## config.mk

```make
export PLATFORM = sky130hd
export DESIGN_NAME = flash_sample_reader
export DESIGN_NICKNAME = d
export VERILOG_FILES = /design/src/rtl/flash_reader_pkg.sv /design/src/rtl/flash_sample_reader.sv
export SDC_FILE = /design/constraint.sdc
export NUM_CORES = 1
export LEC_CHECK = 0
export ABC_AREA = 1
export ABC_CLOCK_PERIOD_IN_PS = 2470
export CORE_MARGIN = 1
export CORE_UTILIZATION = 30
export DETAILED_ROUTE_END_ITERATION = 6
export GPL_ROUTABILITY_DRIVEN = 0
export GPL_TIMING_DRIVEN = 0
export SLEW_MARGIN = 30
export SYNTH_ARGS = -nofsm -noshare
export SYNTH_HDL_FRONTEND = slang
export SYNTH_SLANG_ARGS = --single-unit
```

## constraint.sdc

```tcl
create_clock -name clk -period 2.47 [get_ports clk]
set_clock_uncertainty 0.05 [all_clocks]
set_input_delay 0.6175 -clock clk [delete_from_list [all_inputs] [get_ports clk]]
set_output_delay 0.6175 -clock clk [all_outputs]
set_load 0.02 [all_outputs]
```

## src/rtl/flash_reader_pkg.sv

```systemverilog
// flash_reader_pkg: shared types and helpers for the flash sample reader.
`default_nettype none

package flash_reader_pkg;

   localparam int SAMPLE_WIDTH = 16;

   typedef enum logic [2:0] {
      IDLE      = 3'd0,
      REQ       = 3'd1,
      WAIT_DATA = 3'd2,
      HOLD      = 3'd3,
      SETTLE    = 3'd4
   } state_t;

   // Forward playback emits the low half first; backward emits the high half first.
   function automatic logic [SAMPLE_WIDTH-1:0] select_half(
      input logic [2*SAMPLE_WIDTH-1:0] word,
      input logic                      dir,
      input logic                      second
   );
      return (dir ^ second) ? word[SAMPLE_WIDTH-1:0]
                            : word[2*SAMPLE_WIDTH-1:SAMPLE_WIDTH];
   endfunction

endpackage

`default_nettype wire

```

## src/rtl/flash_sample_reader.sv

```systemverilog
// flash_sample_reader: fetches one flash word per two sample ticks and plays out its halves.
// Revision: 1.0
`default_nettype none

module flash_sample_reader
   import flash_reader_pkg::*;
#(
   parameter int ADDR_WIDTH   = 23,
   parameter int DATA_WIDTH   = 32,
   parameter int SAMPLE_WIDTH = 16
) (
   input  logic                    clk,
   input  logic                    rst,
   input  logic                    sample_tick,
   input  logic                    forward,
   input  logic [ADDR_WIDTH-1:0]   address,
   output logic                    change,
   output logic                    flash_read,
   output logic [ADDR_WIDTH-1:0]   flash_address,
   input  logic                    flash_waitrequest,
   input  logic                    flash_readdatavalid,
   input  logic [DATA_WIDTH-1:0]   flash_readdata,
   output logic [SAMPLE_WIDTH-1:0] sample,
   output logic                    sample_valid,
   output logic                    overrun
);

   if (DATA_WIDTH != 2 * SAMPLE_WIDTH ||
       SAMPLE_WIDTH != flash_reader_pkg::SAMPLE_WIDTH) begin : g_width_check
      $error("flash_sample_reader: DATA_WIDTH must equal 2*SAMPLE_WIDTH (16-bit samples)");
   end

   state_t                state;
   logic                  dir_q;
   logic [DATA_WIDTH-1:0] word_q;

   always_ff @(posedge clk) begin
      if (rst) begin
         state         <= IDLE;
         change        <= 1'b0;
         flash_read    <= 1'b0;
         flash_address <= '0;
         sample        <= '0;
         sample_valid  <= 1'b0;
         overrun       <= 1'b0;
         dir_q         <= 1'b0;
         word_q        <= '0;
      end else begin
         sample_valid <= 1'b0;
         change       <= 1'b0;
         case (state)
            IDLE: begin
               if (sample_tick) begin
                  flash_address <= address;
                  dir_q         <= forward;
                  flash_read    <= 1'b1;
                  state         <= REQ;
               end
            end
            REQ: begin
               if (sample_tick) overrun <= 1'b1;
               if (!flash_waitrequest) begin
                  flash_read <= 1'b0;
                  state      <= WAIT_DATA;
               end
            end
            WAIT_DATA: begin
               if (sample_tick) overrun <= 1'b1;
               if (flash_readdatavalid) begin
                  word_q       <= flash_readdata;
                  sample       <= select_half(flash_readdata, dir_q, 1'b0);
                  sample_valid <= 1'b1;
                  state        <= HOLD;
               end
            end
            HOLD: begin
               if (sample_tick) begin
                  sample       <= select_half(word_q, dir_q, 1'b1);
                  sample_valid <= 1'b1;
                  change       <= 1'b1;
                  state        <= SETTLE;
               end
            end
            SETTLE: begin
               // The address controller steps during this cycle; a tick here would see a stale address.
               if (sample_tick) overrun <= 1'b1;
               state <= IDLE;
            end
            default: state <= IDLE;
         endcase
      end
   end

endmodule

`default_nettype wire

```

==> results.ini <==
[run_status]
status = finished, final reports clean

[detailed_routing]
drc = 0
wl_per_cell_um = 12.9
first_pass_iters = 4
dr_total_vias = 3534
first_iter_violations = 174
dr_wl_met3_um = 862
antenna_left = 0
highest_layer = met4
dr_wl_met2_um = 4260
wl_met1_um = 4520
vias_per_cell = 4.63
wirelength_um = 9880

[timing]
worst_pin_slew_ps = 548
setup_violations = 0
postLayoutSetupSlackWorst_ps = 261
max_slew_margin = 0.635
timing.fmax_mhz = 453
maxSlewViolCount = 0
finalHoldViolCount = 0
fin_crit_ps = 2210
period_share = 0.894
rsz0062_at_grt = false
final.hold.worst_slack_ps = 392

[grt]
grt_pass1_wl_um = 15800
antenna_found_initial = 0
grt_pass1_vias = 3332
grt_overflow_total = 0
grt_start_max_net_pins = 14
gr-usage-all-layers = 0.174

[placed_design]
place_area_um2 = 4650
dp_slack_ps = -104
port_buffers = 103
dp_hpwl_um = 7370

[floorplanning]
die-width_um = 109
fp.dieH_um = 109
die_area_um2 = 11900
io_pins = 104
rows = 38
core_um2 = 11000
initial_core_util = 0.313

[pwr]
pwr-share-seq = 0.350
p_sw_frac = 0.312
p_switching_mw = 1.44
leakagePower_nw = 2.06
peakVddDrop_mv = 0.396
clockPowerShare = 0.348
p_per_area_nw_per_um2 = 920
p_comb_frac = 0.302
cellInternalPower_mw = 3.17
power_mw = 4.61

[logic_synthesis]
syn_area_um2 = 3440
avgSynthCellArea_um2 = 6.81
yosysSeqAreaShare = 0.460
synth_cells = 505
yosys_warnings = 0
ys_seq_elements = 79
syn_nets = 566
yosysUniqueCellTypes = 18

[clock_tree]
cts_root_buf = clkbuf_16
htree_levels = 3
cts_max_path_buffers = 2
cts_resized = 0
cts_sinks = 79
postCtsHoldBufs = 0
cts_tree = yes
clk_pin_slew_worst_paths_ps = 60
clkLatencyLatePin_ps = 330
post_cts_buffers = 0
numCtsBuffers = 9

[finish]
diodes = 0
postLayoutCellArea_um2 = 5010
nets = 680
drive_gt1_frac = 0.0578
syn2layout_area_growth_pct = 45.5

[worst_setup_path]
r2r_start = state[0]
crit_arrival_ps = 2420
reg2reg_to = sample[12]
cp.required_ps = 2680
r2r_slack_ps = 820
critPathLaunch = rst
critical_path_peak_fanout = 10
crit_path_end_kind = flip-flop
crit_type = input port to flip-flop
crit_end = flash_address[15]
r2r_cells = 6
cp-start-kind = input port

[flow_run]
max_cap_violations = 0

[min_path]
min_path_type = flip-flop to flip-flop

## synth_stat cells
| cell | number | share of area |
|---|---|---|
| nand2_1 | 126 | 0.14 |
| o21ai_0 | 83 | 0.12 |
| dfxtp_1 | 79 | 0.46 |
| inv_1 | 67 | 0.073 |
| a21oi_1 | 58 | 0.084 |
| nor2_1 | 39 | 0.043 |
| clkbuf_1 | 16 | 0.017 |
| buf_2 | 12 | 0.017 |
| nand3_1 | 7 | 0.010 |
| o21ai_1 | 7 | 0.010 |
| buf_6 | 2 | 0.0065 |
| nand2_2 | 2 | 0.0036 |
| nor2_4 | 2 | 0.0065 |
| buf_1 | 1 | 0.0011 |
| clkinv_1 | 1 | 0.0011 |
| inv_4 | 1 | 0.0018 |
| nand2_4 | 1 | 0.0033 |
| nand3_2 | 1 | 0.0029 |
## per-layer routing
| metal | vias up | global-route usage |
|---|---|---|
| met5 | - | 0 |
| met2 | 140 | 0.274 |
| met1 | 1560 | 0.225 |
| li1 | 1816 | - |
| met3 | 18 | 0.0353 |
| met4 | 0 | 0.0840 |
## power by group through the flow
stage | registers, mW | logic [mW] | clock network, mW
2_1_floorplan | 1.80 | 0.640 | 0
3_3_place_gp | 1.63 | 1.38 | 0
3_5_place_dp | 1.64 | 1.39 | 0
4_1_cts | 1.61 | 1.40 | 1.63
5_1_grt | 1.64 | 1.55 | 1.70
6_report | 1.61 | 1.39 | 1.60
## logic make-up (layout without fill, tap and decap cells)
family                 count (synthesis)  after routing  synth area share
AO/OA/AOI/OAI                        148            148             0.215
buffers and inverters                100            218             0.119
flip-flops                            79             79             0.460
AND/OR/NAND/NOR                      178            178             0.207
## metrics by stage
step / instances / setup TNS (ps) / utilization
floorplan: 505 / 0 / -
global placement: 748 / -765 / 0.423
detailed placement: 748 / -1480 / 0.423
CTS: 763 / 0 / 0.456
global route: 763 / 0 / 0.456
finish: 763 / 0 / 0.456
## flip-flops by register name, summed over array words and instances, names as in the netlist
register and count:
state 3, change 1, overrun 1, flash_address 23, sample 16, sample_valid 1
dir_q 1, word_q 32, flash_read 1
## worst min-delay path by stage
| stage | start | end | cells past startpoint | slack [ps] |
|---|---|---|---|---|
| 6_report | flash_read | flash_read | 2 | 390 |
| 5_1_grt | flash_address[14] | flash_address[14] | 2 | 410 |
| 4_1_cts | flash_address[1] | flash_address[1] | 2 | 390 |
| 3_5_place_dp | flash_address[1] | flash_address[1] | 2 | 380 |
| 3_3_place_gp | flash_address[19] | flash_address[19] | 2 | 380 |
| 2_1_floorplan | word_q[16] | word_q[16] | 2 | 370 |
## layout make-up
class	instances	area [um^2]
fillers	1129	5980
flip-flops and latches	79	1580
multi-input cells	326	1450
repair buffers	103	1030
inverters	69	262
clock buffers	9	225
well taps	140	175
plain buffers	31	146
clock inverters	6	134
## worst max-delay path: stages
cell	delay (ps)
clkdlybuf4s50_1	540
inv_1	120
clkbuf_1	360
clkbuf_1	440
o21ai_0	190
a21oi_1	150
## layout by cell type, fill, tap and decap left out, drive strengths merged
cell and instances:
buf 15, nand3 8, o21ai 90, nor2 41, inv 68, a21oi 58
dfxtp 79, clkdlybuf4s50 103, nand2 129, bufinv 4, clkinv 3, clkbuf 25
Power figures use the tool's default switching activity.
